$ cat src/rtl/mem_stage.sv
// mem_stage: memory-access pipeline stage between EX and WB.
// Registers the EX bundle, runs at most one req/gnt/rvalid data-bus
// transaction per instruction, aligns/extends load data and drives the
// write-back bundle plus forwarding signals back to EX.
// Optional feature macro: MEM_MISALIGN_EXCP_EN (misaligned half/word
// accesses raise a flag and skip the bus; otherwise low address bits are
// masked to the access size).
module mem_stage #(
    parameter int unsigned XLEN = 32
) (
    input  logic            clk,
    input  logic            rst,

    input  logic            EX_valid_i,
    input  logic [XLEN-1:0] EX_pc_i,
    input  logic [XLEN-1:0] ex_alu_res_i,
    input  logic [XLEN-1:0] ex_rs2_rdata_i,
    input  logic            ex_load_i,
    input  logic            ex_store_i,
    input  logic [1:0]      ex_size_i,
    input  logic            ex_unsigned_i,
    input  logic            ex_rd_wen_i,
    input  logic [4:0]      ex_rd_idx_i,
    input  logic            ex_excp_i,
    output logic            EX_ready_o,

    output logic            dbus_req_o,
    output logic            dbus_we_o,
    output logic [XLEN-1:0] dbus_addr_o,
    output logic [XLEN-1:0] dbus_wdata_o,
    output logic [3:0]      dbus_wstrb_o,
    input  logic            dbus_gnt_i,
    input  logic            dbus_rvalid_i,
    input  logic [XLEN-1:0] dbus_rdata_i,
    input  logic            dbus_err_i,

    output logic            MEM_valid_o,
    input  logic            WB_ready_i,
    output logic [XLEN-1:0] MEM_pc_o,
    output logic            MEM_rd_wen_o,
    output logic [4:0]      MEM_rd_idx_o,
    output logic [XLEN-1:0] MEM_alu_res_o,
    output logic [XLEN-1:0] MEM_rd_wdata_o,
    output logic            MEM_op_load_o,
    output logic            MEM_ld_misalign_o,
    output logic            MEM_st_misalign_o,
    output logic            MEM_bus_err_o
);

    localparam int unsigned SZ_BYTE = 0;
    localparam int unsigned SZ_HALF = 1;

    typedef enum logic [1:0] {
        S_IDLE = 2'd0,
        S_REQ  = 2'd1,
        S_WAIT = 2'd2,
        S_DONE = 2'd3
    } state_t;

    state_t state_q, state_d;

    logic            data_valid_q;
    logic [XLEN-1:0] pc_q;
    logic [XLEN-1:0] alu_q;
    logic [XLEN-1:0] rs2_q;
    logic            load_q;
    logic            store_q;
    logic [1:0]      size_q;
    logic            uns_q;
    logic            wen_q;
    logic [4:0]      rd_q;
    logic [XLEN-1:0] rdata_q;
    logic            err_q;

    logic            capture;
    logic            go_bus;
    logic            mis_in;
    logic            rsp_accept;
    logic [1:0]      off;
    logic [XLEN-1:0] st_wdata;
    logic [3:0]      st_wstrb;
    logic [XLEN-1:0] ld_shifted;
    logic [XLEN-1:0] ld_val;
    logic            mis_flag;

    assign EX_ready_o = !data_valid_q || ((state_q == S_DONE) && WB_ready_i);
    assign capture    = EX_ready_o && EX_valid_i;
    assign rsp_accept = dbus_rvalid_i &&
                        (((state_q == S_REQ) && dbus_gnt_i) || (state_q == S_WAIT));

`ifdef MEM_MISALIGN_EXCP_EN
    logic mis_q;

    assign mis_in = (ex_load_i || ex_store_i) &&
                    (((ex_size_i == 2'(SZ_HALF)) && ex_alu_res_i[0]) ||
                     ((ex_size_i == 2'd2) && (ex_alu_res_i[1:0] != 2'b00)));
    assign off      = alu_q[1:0];
    assign mis_flag = mis_q;

    // Misalignment flag captured alongside the bundle
    always_ff @(posedge clk or posedge rst) begin
        if (rst)          mis_q <= 1'b0;
        else if (capture) mis_q <= mis_in;
    end
`else
    assign mis_in   = 1'b0;
    assign mis_flag = 1'b0;

    // Forced alignment: drop the address bits below the access size
    always_comb begin
        case (size_q)
            2'(SZ_BYTE): off = alu_q[1:0];
            2'(SZ_HALF): off = {alu_q[1], 1'b0};
            default:     off = 2'b00;
        endcase
    end
`endif

    assign go_bus = (ex_load_i || ex_store_i) && !ex_excp_i && !mis_in;

    // FSM state register
    always_ff @(posedge clk or posedge rst) begin
        if (rst) state_q <= S_IDLE;
        else     state_q <= state_d;
    end

    // FSM next-state logic
    always_comb begin
        state_d = state_q;
        case (state_q)
            S_IDLE: if (capture)       state_d = go_bus ? S_REQ : S_DONE;
            S_REQ:  if (dbus_gnt_i)    state_d = dbus_rvalid_i ? S_DONE : S_WAIT;
            S_WAIT: if (dbus_rvalid_i) state_d = S_DONE;
            S_DONE: if (WB_ready_i)    state_d = capture ? (go_bus ? S_REQ : S_DONE) : S_IDLE;
            default:                   state_d = S_IDLE;
        endcase
    end

    // FSM outputs: bus request phase and write-back valid
    always_comb begin
        dbus_req_o   = 1'b0;
        dbus_we_o    = 1'b0;
        dbus_addr_o  = '0;
        dbus_wdata_o = '0;
        dbus_wstrb_o = '0;
        MEM_valid_o  = 1'b0;
        if (state_q == S_REQ) begin
            dbus_req_o  = 1'b1;
            dbus_we_o   = store_q;
            dbus_addr_o = {alu_q[XLEN-1:2], 2'b00};
            if (store_q) begin
                dbus_wdata_o = st_wdata;
                dbus_wstrb_o = st_wstrb;
            end
        end
        if (state_q == S_DONE) MEM_valid_o = data_valid_q;
    end

    // Bundle capture and bus response latch
    always_ff @(posedge clk or posedge rst) begin
        if (rst) begin
            data_valid_q <= 1'b0;
            pc_q         <= '0;
            alu_q        <= '0;
            rs2_q        <= '0;
            load_q       <= 1'b0;
            store_q      <= 1'b0;
            size_q       <= 2'b00;
            uns_q        <= 1'b0;
            wen_q        <= 1'b0;
            rd_q         <= 5'd0;
            rdata_q      <= '0;
            err_q        <= 1'b0;
        end else if (capture) begin
            data_valid_q <= 1'b1;
            pc_q         <= EX_pc_i;
            alu_q        <= ex_alu_res_i;
            rs2_q        <= ex_rs2_rdata_i;
            load_q       <= ex_load_i;
            store_q      <= ex_store_i;
            size_q       <= ex_size_i;
            uns_q        <= ex_unsigned_i;
            wen_q        <= ex_rd_wen_i;
            rd_q         <= ex_rd_idx_i;
            rdata_q      <= '0;
            err_q        <= 1'b0;
        end else begin
            if (EX_ready_o) data_valid_q <= 1'b0;
            if (rsp_accept) begin
                rdata_q <= dbus_rdata_i;
                err_q   <= dbus_err_i;
            end
        end
    end

    // Store lane replication and byte strobes
    always_comb begin
        case (size_q)
            2'(SZ_BYTE): begin
                st_wdata = {(XLEN/8){rs2_q[7:0]}};
                st_wstrb = 4'b0001 << off;
            end
            2'(SZ_HALF): begin
                st_wdata = {(XLEN/16){rs2_q[15:0]}};
                st_wstrb = 4'b0011 << off;
            end
            default: begin
                st_wdata = rs2_q;
                st_wstrb = 4'b1111;
            end
        endcase
    end

    // Load alignment and sign/zero extension
    always_comb begin
        ld_shifted = rdata_q >> {off, 3'b000};
        case (size_q)
            2'(SZ_BYTE): ld_val = {{(XLEN-8){ld_shifted[7] & !uns_q}}, ld_shifted[7:0]};
            2'(SZ_HALF): ld_val = {{(XLEN-16){ld_shifted[15] & !uns_q}}, ld_shifted[15:0]};
            default:     ld_val = ld_shifted;
        endcase
    end

    // Write-back / forwarding bundle, zero while the stage is empty
    always_comb begin
        MEM_pc_o          = data_valid_q ? pc_q : '0;
        MEM_alu_res_o     = data_valid_q ? alu_q : '0;
        MEM_rd_idx_o      = data_valid_q ? rd_q : 5'd0;
        MEM_rd_wdata_o    = data_valid_q ? (load_q ? ld_val : alu_q) : '0;
        MEM_op_load_o     = data_valid_q && load_q;
        MEM_bus_err_o     = data_valid_q && err_q;
        MEM_rd_wen_o      = data_valid_q && wen_q && !err_q && !mis_flag;
        MEM_ld_misalign_o = data_valid_q && mis_flag && load_q;
        MEM_st_misalign_o = data_valid_q && mis_flag && store_q;
    end

endmodule

$ cat config.mk
export PLATFORM = sky130hd
export DESIGN_NAME = mem_stage
export DESIGN_NICKNAME = d
export VERILOG_FILES = /design/src/rtl/mem_stage.sv
export SDC_FILE = /design/constraint.sdc
export NUM_CORES = 1
export LEC_CHECK = 0
export ABC_CLOCK_PERIOD_IN_PS = 6450
export CORE_AREA = 10 10 171 173
export DETAILED_ROUTE_END_ITERATION = 10
export DIE_AREA = 0 0 181 183
export SKIP_LAST_GASP = 1
export SYNTH_ARGS = -nofsm -noshare
export SYNTH_HDL_FRONTEND = slang
export SYNTH_SLANG_ARGS = --single-unit
export TNS_END_PERCENT = 100
$ cat constraint.sdc
create_clock -name clk -period 6.45 [get_ports clk]
set_input_delay 0.9675 -clock clk [delete_from_list [all_inputs] [get_ports clk]]
set_output_delay 0.9675 -clock clk [all_outputs]
set_load 0.05 [all_outputs]
After elaboration in Yosys (flattened, before gate mapping)
Cells that the tools add are included.
- register bits: 143
- word-level logic and storage cells: 78
- eq/ne operators: 8
- shifts and indexed selects: 3
- mux-type cells: 31
- bitwise operators: 2
- reductions and logical operators: 21
- operators with widths (cell ; count):
    $mux W32 ; 9
    $pmux W32 S2 ; 2
    $shr A32 B5 Y32 ; 1
    $mux W2 ; 6
    $logic_and A1 B1 Y1 ; 9
    $mux W1 ; 8
    $mux W4 ; 2
    $ne A2 B2 Y1 const B ; 4
    $pmux W2 S4 ; 1
    $pmux W4 S2 ; 1
    $mux W5 ; 1
    $eq A2 B1 Y1 const B ; 2
    $eq A2 B2 Y1 const B ; 2
    $logic_not A1 Y1 ; 4
    $logic_not A2 Y1 ; 2
    $pmux W2 S2 ; 1
    $reduce_and A4 Y1 ; 1
    $reduce_bool A2 Y1 ; 2
    $shl A1 B2 Y4 const A ; 1
    $shl A2 B2 Y4 const A ; 1
    $logic_or A1 B1 Y1 ; 3
    $and A1 B1 Y1 ; 2

Logic depth before layout (Yosys ltp)
Gate-level depths: netlist (run 1).
- depth in word-level cells: 7
- mapped depth: 8
- mapped depth without buffers: 5

Worst setup path after synthesis (run 1)
OpenSTA, ideal clock, no wires.
- path type: flip-flop to output port
- start: register size_q[0]
- end: output port MEM_rd_wdata_o[21]
- arrival: 2677 ps
- path slack: 2806 ps
- stages on the path, launching flop included: 8
- buffers on the path: 2
- cells stage by stage: dfrtp_1 buf_4 nand2b_4 nor2_1 a221o_1 a2111oi_4 buf_6 a311oi_1
- cells in the longest elaborated chain, start to end: 7
- elaborated cells between the ends (all ways): 9
- classes of those cells: 1 x eq/ne; 1 x shift; 4 x mux; 2 x bitwise; 1 x reduce/logical
- RTL lines (item ; RTL line ; text):
    start, declared ; 68 ; logic [1:0] size_q;
    start signal, assigned ; 181 ; size_q <= ex_size_i;
    $eq A2 B1 Y1 / $logic_not A2 Y1 (equally long branches) ; 111, 217 ;
    $pmux W2 S2 ; 111 ; case (size_q)
    $shr A32 B5 Y32 ; 216 ; ld_shifted = rdata_q >> {off, 3'b000};
    $and A1 B1 Y1 (on tied branches) ; 219, 218 ;
    $pmux W32 S2 * ; 217 ; case (size_q)
    $mux W32 * (2 in series) ; 229 ; MEM_rd_wdata_o = data_valid_q ? (load_q ? ld_val : alu_q) : '0;
    end, declared ; 43 ; output logic [XLEN-1:0] MEM_rd_wdata_o,
Every way passes the cells marked *; elsewhere a longest branch is shown, timed or not.

Final worst setup path (run 1)
- start: register size_q[1]
- end: output port MEM_rd_wdata_o[30]
The elaborated chain is that of the path after synthesis.

==> summary.md, run 1 <==
| Metric | Value |
|---|---|
| Cells after DPL | `1348` |
| Fraction of power consumed by combinational cells | `64.0%` |
| Most area-consuming cells after synthesis | `sky130_fd_sc_hd__dfrtp_1 47%, sky130_fd_sc_hd__mux2_2 16%, sky130_fd_sc_hd__and2_1 8.5%` |
| Maximum resistive drop on vdd | `0.446 mV` |
| Clk Tree Root Cell | `sky130_fd_sc_hd__clkbuf_16` |
| CP Max Fanout | `49` |
| Fraction of met2 tracks used by global routing | `30.5%` |
| Pin count of the biggest net entering global routing | `73` |
| Class of the most critical setup path | `register to primary output` |
| Initial standard-cell utilization of the core | `29.5%` |
| Die outline width | `181 um` |
| DRC violation total after the first TritonRoute iteration | `425` |
| Layout overhead on the synthesized area | `52.6%` |
| Count of pins over their slew limit | `0` |
| Via-per-instance ratio | `4.84` |
| Mapped Area | `7610 sq um` |
| Crit share post-route | `85.3%` |
| Worst clock skew on the final layout | `0.0137 ns` |
| Remaining routing DRC violations | `0` |
| Fraction of synthesized cell area taken by the top area cell type | `47.0%` |
| Max-capacitance violation count | `0` |
| Final period demand of the worst path | `5.50 ns` |
| Detailed-routing iteration count for the pre-antenna-repair pass | `4` |
| Total grt overflow | `0` |
| Synth unique cells | `35` |
| Warnings from Yosys | `0` |
| Multi-input combinational cell area | `3680 sq um` |
| Total power density per cell area | `675 nW/um^2` |
| Port Buf Inserts | `320` |
| Static leakage | `4.67 nW` |
| Vias in the first global route | `7114` |
| Wire length of the first global-routing pass | `45900 um` |
| Most frequent cells in the layout | `320 x sky130_fd_sc_hd__clkdlybuf4s50_1, 141 x sky130_fd_sc_hd__dfrtp_1, 105 x sky130_fd_sc_hd__mux2_2` |
| Antenna violations before repair | `3` |
| Most frequent standard cell in the layout excluding fill and tap cells | `sky130_fd_sc_hd__clkdlybuf4s50_1` |
| Fraction of final layout cells sized beyond drive strength 1 | `15.5%` |
| Most area-hungry cell type in the Yosys netlist | `sky130_fd_sc_hd__dfrtp_1` |
| Die area | `33100 sq um` |
| Worst hold slack across all endpoints | `0.501 ns` |
| Layout Cells excl Fill | `1382` |
| Post-cts repair resize count | `0` |
| Number of core rows | `59` |
| Largest stage delay on the critical path | `1.09 ns` |
| Cell class contributing the biggest share of worst-path delay | `compound AO/OA/AOI/OAI gates` |
| Fillers | `2525` |
| Final nets | `1179` |
| Clock net sink count | `143` |
| Endpoint required time on the critical path | `5.48 ns` |
| Min-Delay Path Class | `register to register` |
| Total setup buffers inserted after CTS | `0` |
| Worst path buffer plus inverter count | `1` |
| Cts bufs inserted | `17` |
| Clock power share | `12.5%` |
| Via count of the routed design | `6690` |
| Sequential cell area | `3580 sq um` |
| Hold Vio Cnt, Final | `0` |
| Internal power contribution | `3.74 mW` |
| P_sw | `4.11 mW` |
| Synthesized area divided by synthesized cell count | `10.2 sq um` |
| Post-synthesis cell count | `748` |
| Core box area | `25800 sq um` |
| WL final | `30600 um` |
| Switch share | `52.4%` |
| Placed wire-length estimate after detailed placement | `23000 um` |
| Worst-path cell with the longest stage delay | `sky130_fd_sc_hd__dfrtp_2` |
| Hold-fix buffer count after cts | `0` |
| Worst slew slack as a fraction of its limit | `20.7%` |
| Final Wtd Congestion | `0.823` |
| Maximum buffer depth of the clock tree | `2` |
| Worst Setup Start Kind | `register` |
| Global-route track usage on met1 | `20.3%` |
| Post-synthesis register bit count | `143` |
| Cell-by-cell listing of the critical path | `nor2_1, a221o_1, a2111oi_4, a311oi_1, clkdlybuf4s50_1` |
| Worst skew pair latency | `0.42 ns` |
| Level count of the clock H-tree | `4` |
| TritonCTS clock tree | `built` |
| Setup repair after global routing missed its margin | `no` |
| Part of the Yosys area used for sequential elements | `47.0%` |
| Flop pwr share | `23.4%` |
| I/O pin total | `325` |
| Final count of negative-setup-slack endpoints | `0` |
| Data arrival time of the worst path | `4.53 ns` |
| Clock slew at reported path FFs | `0.07 ns` |
| Actual slew at the worst max-slew pin | `1.19 ns` |
| ANT nets after route | `0` |
| GRT met3 Usage | `7.44%` |
| Final setup TNS | `0 ns` |
| Achievable frequency | `0.182 GHz` |
| Sort of element at the end of the critical path | `primary output` |
| Result of the run | `finished clean` |
| Average detailed-routed wire length per instance | `22.2 um` |
| GRT Resource Usage Total | `17.9%` |
| Routing layer with the top usage in global route | `met2` |
| Height of the chip | `183 um` |
| Pwr Total | `7.84 mW` |
[cells in the mapped netlist]
library cell	instances
sky130_fd_sc_hd__conb_1	1
sky130_fd_sc_hd__nor2b_1	5
sky130_fd_sc_hd__mux4_2	7
sky130_fd_sc_hd__buf_1	6
sky130_fd_sc_hd__a31oi_1	1
sky130_fd_sc_hd__and3_1	9
sky130_fd_sc_hd__mux2_2	105
sky130_fd_sc_hd__o21ai_0	22
sky130_fd_sc_hd__a21oi_1	63
sky130_fd_sc_hd__dfrtp_1	143
sky130_fd_sc_hd__o21bai_1	1
sky130_fd_sc_hd__nor3b_1	2
sky130_fd_sc_hd__a311oi_1	16
sky130_fd_sc_hd__and2_1	103
sky130_fd_sc_hd__buf_4	5
sky130_fd_sc_hd__a2bb2oi_1	7
sky130_fd_sc_hd__buf_6	1
sky130_fd_sc_hd__nand2b_1	2
sky130_fd_sc_hd__nand3b_1	2
sky130_fd_sc_hd__a2111oi_4	1
sky130_fd_sc_hd__a221o_1	8
sky130_fd_sc_hd__nand3_1	2
sky130_fd_sc_hd__a22o_1	1
sky130_fd_sc_hd__or2_2	1
sky130_fd_sc_hd__inv_1	20
sky130_fd_sc_hd__o221ai_1	1
sky130_fd_sc_hd__clkbuf_1	40
sky130_fd_sc_hd__buf_2	15
sky130_fd_sc_hd__nor2_1	33
sky130_fd_sc_hd__nand2_1	96
sky130_fd_sc_hd__and3b_1	1
sky130_fd_sc_hd__o22a_1	7
sky130_fd_sc_hd__nor3_1	2
sky130_fd_sc_hd__nand2b_4	1
sky130_fd_sc_hd__mux2i_1	18
[path summary, 6_finish.rpt]
check                                  startpoint                     to  slack [ns]  depth (start not counted)
max in group asynchronous                     rst  alu_q[27]$_DFFE_PP0P_        4.38                          3
setup reg to reg           state_q[0]$_DFFE_PP0P_   rs2_q[3]$_DFFE_PP0P_        3.76                          5
hold / removal                pc_q[0]$_DFFE_PP0P_    pc_q[0]$_DFFE_PP0P_        0.50                          1
setup / recovery            size_q[1]$_DFFE_PP0P_     MEM_rd_wdata_o[30]        0.95                          5
min in group asynchronous                     rst   pc_q[19]$_DFFE_PP0P_        0.91                          2
hold reg to reg               pc_q[0]$_DFFE_PP0P_    pc_q[0]$_DFFE_PP0P_        0.50                          1
[kinds of logic after synthesis]
| family | after synthesis | synth area share, % |
|---|---|---|
| compound gates | 128 | 10.9 |
| flops | 143 | 47.0 |
| buf+inv | 87 | 4.88 |
| mux | 130 | 20.0 |
| simple gates | 259 | 17.2 |
| other cells | 1 | 0.0493 |
[power groups by stage]
stage               logic [mW]  registers (mW)  clock network, mW
floorplan                 3.58            1.57                  0
CTS                       5.07            1.84               1.01
detailed placement        5.06            1.85                  0
global placement          5.04            1.83                  0
global route              5.29            1.91               1.06
finish                    5.02            1.84              0.984
[registers in the layout, summed over array words and instances (netlist names), 2 cells and up]
| name | cells |
|---|---|
| alu_q | 32 |
| pc_q | 32 |
| rd_q | 5 |
| rdata_q | 32 |
| rs2_q | 32 |
| size_q | 2 |
| state_q | 2 |
[metal layers]
layer,vias to the layer above,wire length [um]
met5,-,13
met3,30,2790
li1,3138,-
met2,254,14900
met4,2,487
met1,3266,12400
[through the flow]
| step | util [%] | instance area (sq um) | setup slack (ns) |
|---|---|---|---|
| global placement | 42.8 | 11000 | 1.47 |
| global route | 45.1 | 11600 | 0.632 |
| floorplan | - | 7620 | 1.64 |
| detailed placement | 42.8 | 11000 | 1.35 |
| CTS | 45.1 | 11600 | 0.883 |
| finish | 45.1 | 11600 | 0.949 |
[final cells by class]
class	instances	area share, %
multi-input cells	521	31.7
flip-flops and latches	143	30.8
repair buffers	329	28.2
well taps	335	3.61
clock buffers	17	3.66
inverters	20	0.690
clock inverters	15	1.29
diodes	2	0.0431
No activity file was read; power rests on OpenSTA's default activity.
==> run 2, diff against run 1 <==
--- a/config.mk
+++ b/config.mk
@@ -6,9 +6,11 @@
 export NUM_CORES = 1
 export LEC_CHECK = 0
 export ABC_CLOCK_PERIOD_IN_PS = 6450
-export CORE_AREA = 10 10 171 173
+export CAP_MARGIN = 0
+export CORE_AREA = 10 10 145 147
 export DETAILED_ROUTE_END_ITERATION = 10
-export DIE_AREA = 0 0 181 183
+export DIE_AREA = 0 0 155 157
+export PLACE_DENSITY = 0.8
 export SKIP_LAST_GASP = 1
 export SYNTH_ARGS = -nofsm -noshare
 export SYNTH_HDL_FRONTEND = slang
==> summary.md, run 2 (synthesis results as in run 1) <==
| Metric | Value |
|---|---|
| I/O pin total | `325 (unchanged)` |
| Final setup TNS | `0 ns (unchanged)` |
| DRC violation total after the first TritonRoute iteration | `385 (was 425)` |
| Detailed-routing iteration count for the pre-antenna-repair pass | `5 (was 4)` |
| Wire length of the first global-routing pass | `43000 um (was 45900 um)` |
| Die area | `24300 sq um (was 33100 sq um)` |
| TritonCTS clock tree | `built (unchanged)` |
| Initial standard-cell utilization of the core | `41.5% (was 29.5%)` |
| Final Wtd Congestion | `0.906 (was 0.823)` |
| Achievable frequency | `0.184 GHz (was 0.182 GHz)` |
| Crit share post-route | `84.2% (was 85.3%)` |
| Hold Vio Cnt, Final | `0 (unchanged)` |
| Worst slew slack as a fraction of its limit | `16.2% (was 20.7%)` |
| ANT nets after route | `0 (unchanged)` |
| Setup repair after global routing missed its margin | `no (unchanged)` |
| Cts bufs inserted | `17 (unchanged)` |
| Post-cts repair resize count | `0 (unchanged)` |
| Final count of negative-setup-slack endpoints | `0 (unchanged)` |
| Total setup buffers inserted after CTS | `0 (unchanged)` |
| Total grt overflow | `0 (unchanged)` |
| Placed wire-length estimate after detailed placement | `21300 um (was 23000 um)` |
| Core box area | `18300 sq um (was 25800 sq um)` |
| Actual slew at the worst max-slew pin | `1.25 ns (was 1.19 ns)` |
| Remaining routing DRC violations | `0 (unchanged)` |
| Vias in the first global route | `7130 (was 7114)` |
| Worst clock skew on the final layout | `0.00554 ns (was 0.0137 ns)` |
| Port Buf Inserts | `320 (unchanged)` |
| Average detailed-routed wire length per instance | `22.3 um (was 22.2 um)` |
| Class of the most critical setup path | `register to primary output (unchanged)` |
| Level count of the clock H-tree | `4 (unchanged)` |
| Final period demand of the worst path | `5.43 ns (was 5.50 ns)` |
| Via count of the routed design | `6859 (was 6690)` |
| GRT Resource Usage Total | `22.8% (was 17.9%)` |
| Layout Cells excl Fill | `1280 (was 1382)` |
| Result of the run | `finished clean (unchanged)` |
| Min-Delay Path Class | `register to register (unchanged)` |
| Worst Setup Start Kind | `register (unchanged)` |
| Antenna violations before repair | `4 (was 3)` |
| Hold-fix buffer count after cts | `0 (unchanged)` |
| Clock slew at reported path FFs | `0.06 ns (was 0.07 ns)` |
| Clock net sink count | `143 (unchanged)` |
| Clk Tree Root Cell | `sky130_fd_sc_hd__clkbuf_16 (unchanged)` |
| Sort of element at the end of the critical path | `primary output (unchanged)` |
| Most frequent cells in the layout | `320 x sky130_fd_sc_hd__clkdlybuf4s50_1, 141 x sky130_fd_sc_hd__dfrtp_1, 105 x sky130_fd_sc_hd__mux2_2 (unchanged)` |
| Maximum buffer depth of the clock tree | `2 (unchanged)` |
| Data arrival time of the worst path | `4.46 ns (was 4.53 ns)` |
| Worst hold slack across all endpoints | `0.497 ns (was 0.501 ns)` |
| Max-capacitance violation count | `0 (unchanged)` |
| Final nets | `1176 (was 1179)` |
| Layout overhead on the synthesized area | `51.3% (was 52.6%)` |
| CP Max Fanout | `49 (unchanged)` |
| Count of pins over their slew limit | `0 (unchanged)` |
| Via-per-instance ratio | `5.36 (was 4.84)` |
| WL final | `28600 um (was 30600 um)` |
| Worst skew pair latency | `0.42 ns (about the same)` |
| Most frequent standard cell in the layout excluding fill and tap cells | `sky130_fd_sc_hd__clkdlybuf4s50_1 (unchanged)` |
| Endpoint required time on the critical path | `5.48 ns (about the same)` |
| Number of core rows | `50 (was 59)` |
| Die outline width | `155 um (was 181 um)` |
| Cells after DPL | `1244 (was 1348)` |
| Pin count of the biggest net entering global routing | `84 (was 73)` |
| Fraction of final layout cells sized beyond drive strength 1 | `15.2% (was 15.5%)` |
| Height of the chip | `157 um (was 183 um)` |
==> run 2: worst paths after layout <==
| check | cells after the start | end | from | slack [ns] |
|---|---|---|---|---|
| min in group asynchronous | 2 | pc_q[27]$_DFFE_PP0P_ | rst | 1.08 |
| worst min-delay path | 1 | rd_q[4]$_DFFE_PP0P_ | rd_q[4]$_DFFE_PP0P_ | 0.50 |
| worst max register to register | 5 | pc_q[1]$_DFFE_PP0P_ | state_q[0]$_DFFE_PP0P_ | 3.88 |
| worst min register to register | 1 | rd_q[4]$_DFFE_PP0P_ | rd_q[4]$_DFFE_PP0P_ | 0.50 |
| max in group asynchronous | 3 | data_valid_q$_DFFE_PP0P_ | rst | 4.01 |
| worst max-delay path | 5 | MEM_rd_wdata_o[31] | size_q[1]$_DFFE_PP0P_ | 1.02 |
==> run 2: critical path, cell delays in order (launching register included) <==
cell and delay (ns):
sky130_fd_sc_hd__dfrtp_2 1.07, sky130_fd_sc_hd__nor2_1 0.57, sky130_fd_sc_hd__a221o_1 0.53, sky130_fd_sc_hd__a2111oi_4 0.94, sky130_fd_sc_hd__a311oi_1 0.14, sky130_fd_sc_hd__clkdlybuf4s50_1 0.78
==> run 2: stage by stage <==
stage                     utilization, %  worst slack (ns)  instance area (sq um)
after floorplan                        -              1.64                   7620
after global placement              59.4              1.62                  10900
after detailed placement            59.4              1.50                  10900
after CTS                           62.7              1.02                  11500
after global routing                62.8             0.744                  11500
final                               62.8              1.02                  11500
==> run 2: routing by layer <==
metal / up-vias / global-route usage (%) / share of wire (%)
met3: 56 / 9.33 / 10
met4: 2 / 11.3 / 3.9
met5: - / 0 / 0.035
met1: 3323 / 25.3 / 37
met2: 341 / 37.2 / 49
li1: 3137 / - / -
==> run 2: area by class of cell <==
type	count	area (sq um)
fill	1502	6820
timing repair buffer	326	3260
clock inverter	12	155
clock buffer	19	453
multi-input combinational	521	3680
antenna	5	12.5
inverter	20	80.1
sequential	143	3580
tap	234	293
Power of run 2 is left out: the tool's default activity adds up to more than one toggle a clock period on the data nets, which glitch-free logic cannot reach.
==> run 3, diff against run 2 <==
--- a/config.mk
+++ b/config.mk
@@ -5,7 +5,7 @@
 export SDC_FILE = /design/constraint.sdc
 export NUM_CORES = 1
 export LEC_CHECK = 0
-export ABC_CLOCK_PERIOD_IN_PS = 6450
+export ABC_CLOCK_PERIOD_IN_PS = 5240
 export CAP_MARGIN = 0
 export CORE_AREA = 10 10 145 147
 export DETAILED_ROUTE_END_ITERATION = 10
==> constraint.sdc (replaced) <==
create_clock -name clk -period 5.24 [get_ports clk]
set_input_delay 0.786 -clock clk [delete_from_list [all_inputs] [get_ports clk]]
set_output_delay 0.786 -clock clk [all_outputs]
set_load 0.05 [all_outputs]
==> summary.md, run 3 (synthesis results as in run 1) <==
| Metric | Value |
|---|---|
| Clk Tree Root Cell | `sky130_fd_sc_hd__clkbuf_16 (unchanged)` |
| Crit share post-route | `82.1%` |
| Worst path buffer plus inverter count | `3 (was 1)` |
| Layout overhead on the synthesized area | `51.1% (was 51.3%)` |
| Placed wire-length estimate after detailed placement | `21300 um (about the same)` |
| Post-cts repair resize count | `0 (unchanged)` |
| Via count of the routed design | `6780 (was 6859)` |
| Actual slew at the worst max-slew pin | `1.17 ns (was 1.25 ns)` |
| Number of logic stages on the critical path including buffering | `7 (was 5)` |
| Largest stage delay on the critical path | `0.91 ns (was 1.07 ns)` |
| Wire length of the first global-routing pass | `42600 um (was 43000 um)` |
| Result of the run | `finished clean (unchanged)` |
| TritonCTS clock tree | `built (unchanged)` |
| Final nets | `1182 (was 1176)` |
| Setup WS post-layout | `0.940 ns (was 1.02 ns)` |
| GRT Resource Usage Total | `22.6% (was 22.8%)` |
| ANT nets after route | `0 (unchanged)` |
| WL final | `28300 um (was 28600 um)` |
| Worst hold path stage count | `1 (unchanged)` |
| Average detailed-routed wire length per instance | `22.0 um (was 22.3 um)` |
| Worst Setup Start Kind | `register (unchanged)` |
| Die area | `24300 sq um (unchanged)` |
| Sort of element at the end of the critical path | `primary output (unchanged)` |
| Remaining routing DRC violations | `0 (unchanged)` |
| Detailed-routing iteration count for the pre-antenna-repair pass | `5 (unchanged)` |
| GRT met3 Usage | `8.46% (was 9.33%)` |
| Cts bufs inserted | `17 (unchanged)` |
| Cell with the most instances on the worst path | `sky130_fd_sc_hd__buf_4` |
| Vias in the first global route | `7074 (was 7130)` |
| Die outline width | `155 um (unchanged)` |
| Cell class contributing the biggest share of worst-path delay | `buffers and inverters (was compound AO/OA/AOI/OAI gates)` |
| Hold Crit Start | `pc_q[18]$_DFFE_PP0P_ (was rd_q[4]$_DFFE_PP0P_)` |
| Final setup TNS | `0 ns (unchanged)` |
| Achievable frequency | `0.233 GHz` |
| Final period demand of the worst path | `4.30 ns` |
| Worst Hold Path EP | `pc_q[18]$_DFFE_PP0P_ (was rd_q[4]$_DFFE_PP0P_)` |
| Worst slew slack as a fraction of its limit | `21.9% (was 16.2%)` |
| Via-per-instance ratio | `5.28 (was 5.36)` |
| I/O pin total | `325 (unchanged)` |
| Count of pins over their slew limit | `0 (unchanged)` |
| Routing layer with the top usage in global route | `met2 (unchanged)` |
| Cell area after placement | `10900 sq um (about the same)` |
| Pin count of the biggest net entering global routing | `104 (was 84)` |
| Clock net sink count | `143 (unchanged)` |
| Worst clock skew on the final layout | `0.00716 ns (was 0.00554 ns)` |
| Worst-path cell with the longest stage delay | `sky130_fd_sc_hd__clkdlybuf4s50_1 (was sky130_fd_sc_hd__dfrtp_2)` |
| Endpoint required time on the critical path | `4.45 ns (was 5.48 ns)` |
| Max-capacitance violation count | `0 (unchanged)` |
| Global-route track usage on met1 | `25.9% (was 25.3%)` |
| Minimum setup slack among reg-to-reg paths | `2.64 ns (was 3.88 ns)` |
| Min-Delay Path Class | `register to register (unchanged)` |
| Hold-fix buffer count after cts | `0 (unchanged)` |
| Total setup buffers inserted after CTS | `0 (unchanged)` |
| Final cell area excluding filler cells | `11500 sq um (about the same)` |
| Most frequent standard cell in the layout excluding fill and tap cells | `sky130_fd_sc_hd__clkdlybuf4s50_1 (unchanged)` |
| Final count of negative-setup-slack endpoints | `0 (unchanged)` |
| Fraction of final layout cells sized beyond drive strength 1 | `15.6% (was 15.2%)` |
| Number of core rows | `50 (unchanged)` |
| Capture instance of the worst register-to-register path | `pc_q[25]$_DFFE_PP0P_ (was pc_q[1]$_DFFE_PP0P_)` |
| Fraction of met2 tracks used by global routing | `38.1% (was 37.2%)` |
| Core box area | `18300 sq um (unchanged)` |
| Port Buf Inserts | `320 (unchanged)` |
| Total grt overflow | `0 (unchanged)` |
| Clock slew at reported path FFs | `0.06 ns (about the same)` |
| Most frequent cells in the layout | `320 x sky130_fd_sc_hd__clkdlybuf4s50_1, 141 x sky130_fd_sc_hd__dfrtp_1, 105 x sky130_fd_sc_hd__mux2_2 (unchanged)` |
| Worst skew pair latency | `0.42 ns (about the same)` |
| Cell-by-cell listing of the critical path | `buf_4, a22o_1, a221o_1, a2111oi_4, buf_4, a311oi_1, clkdlybuf4s50_1 (was nor2_1, a221o_1, a2111oi_4, a311oi_1, clkdlybuf4s50_1)` |
| Class of the most critical setup path | `register to primary output (unchanged)` |
| Initial standard-cell utilization of the core | `41.5% (unchanged)` |
| Final Wtd Congestion | `0.859 (was 0.906)` |
| CP Max Fanout | `27 (was 49)` |
| R2r startpoint | `data_valid_q$_DFFE_PP0P_ (was state_q[0]$_DFFE_PP0P_)` |
| Height of the chip | `157 um (unchanged)` |
| Worst setup timing slack at the placement stage | `1.31 ns (was 1.50 ns)` |
| DRC violation total after the first TritonRoute iteration | `383 (was 385)` |
| Level count of the clock H-tree | `4 (unchanged)` |
| Antenna violations before repair | `0 (was 4)` |
| Data arrival time of the worst path | `3.51 ns (was 4.46 ns)` |
| Hold Vio Cnt, Final | `0 (unchanged)` |
| Worst r2r path cells | `4 (was 5)` |
| Maximum buffer depth of the clock tree | `2 (unchanged)` |
| Setup repair after global routing missed its margin | `no (unchanged)` |
run 3: cell types whose count changed in the layout (fill, tap and decap cells not counted), sizes merged:
cell | previous run | this run
clkinvlp | 2 | 3
clkinv | 3 | 6
bufinv | 3 | 1
buf | 6 | 12
inv | 24 | 23
diode | 5 | 3
run 3: worst max-delay path by stage:
stage	start	end	slack [ns]
global route	size_q[1]$_DFFE_PP0P_	MEM_rd_wdata_o[20]	0.73
global placement	size_q[1]$_DFFE_PP0P_	MEM_rd_wdata_o[20]	1.34
detailed placement	size_q[1]$_DFFE_PP0P_	MEM_rd_wdata_o[20]	1.31
floorplan	rst	alu_q[0]$_DFFE_PP0P_	0.62
finish	size_q[1]$_DFFE_PP0P_	MEM_rd_wdata_o[20]	0.94
CTS	size_q[1]$_DFFE_PP0P_	MEM_rd_wdata_o[20]	0.87
run 3: layer usage:
| layer | up-vias | wire length, um |
|---|---|---|
| met5 | - | 0 |
| met4 | 0 | 544 |
| met3 | 34 | 2830 |
| met2 | 300 | 14200 |
| met1 | 3308 | 10700 |
| li1 | 3138 | - |
run 3: per-stage QoR:
| step | hold WS [ns] | utilization (%) | instances |
|---|---|---|---|
| 5_1_grt | 0.512 | 62.7 | 1282 |
| 2_1_floorplan | 0.472 | - | 751 |
| 3_5_place_dp | 0.488 | 59.7 | 1250 |
| 3_3_place_gp | 0.481 | 59.7 | 1250 |
| 4_1_cts | 0.502 | 62.7 | 1282 |
| 6_report | 0.500 | 62.7 | 1285 |
run 3: cell type report:
| cell class | instances | area (sq um) |
|---|---|---|
| fill | 1529 | 6830 |
| multi-input combinational | 521 | 3680 |
| sequential | 143 | 3580 |
| timing repair buffer | 332 | 3310 |
| clock buffer | 19 | 443 |
| tap | 234 | 293 |
| clock inverter | 13 | 113 |
| inverter | 20 | 80.1 |
| antenna | 3 | 7.51 |
Power of run 3 is left out for the same reason.
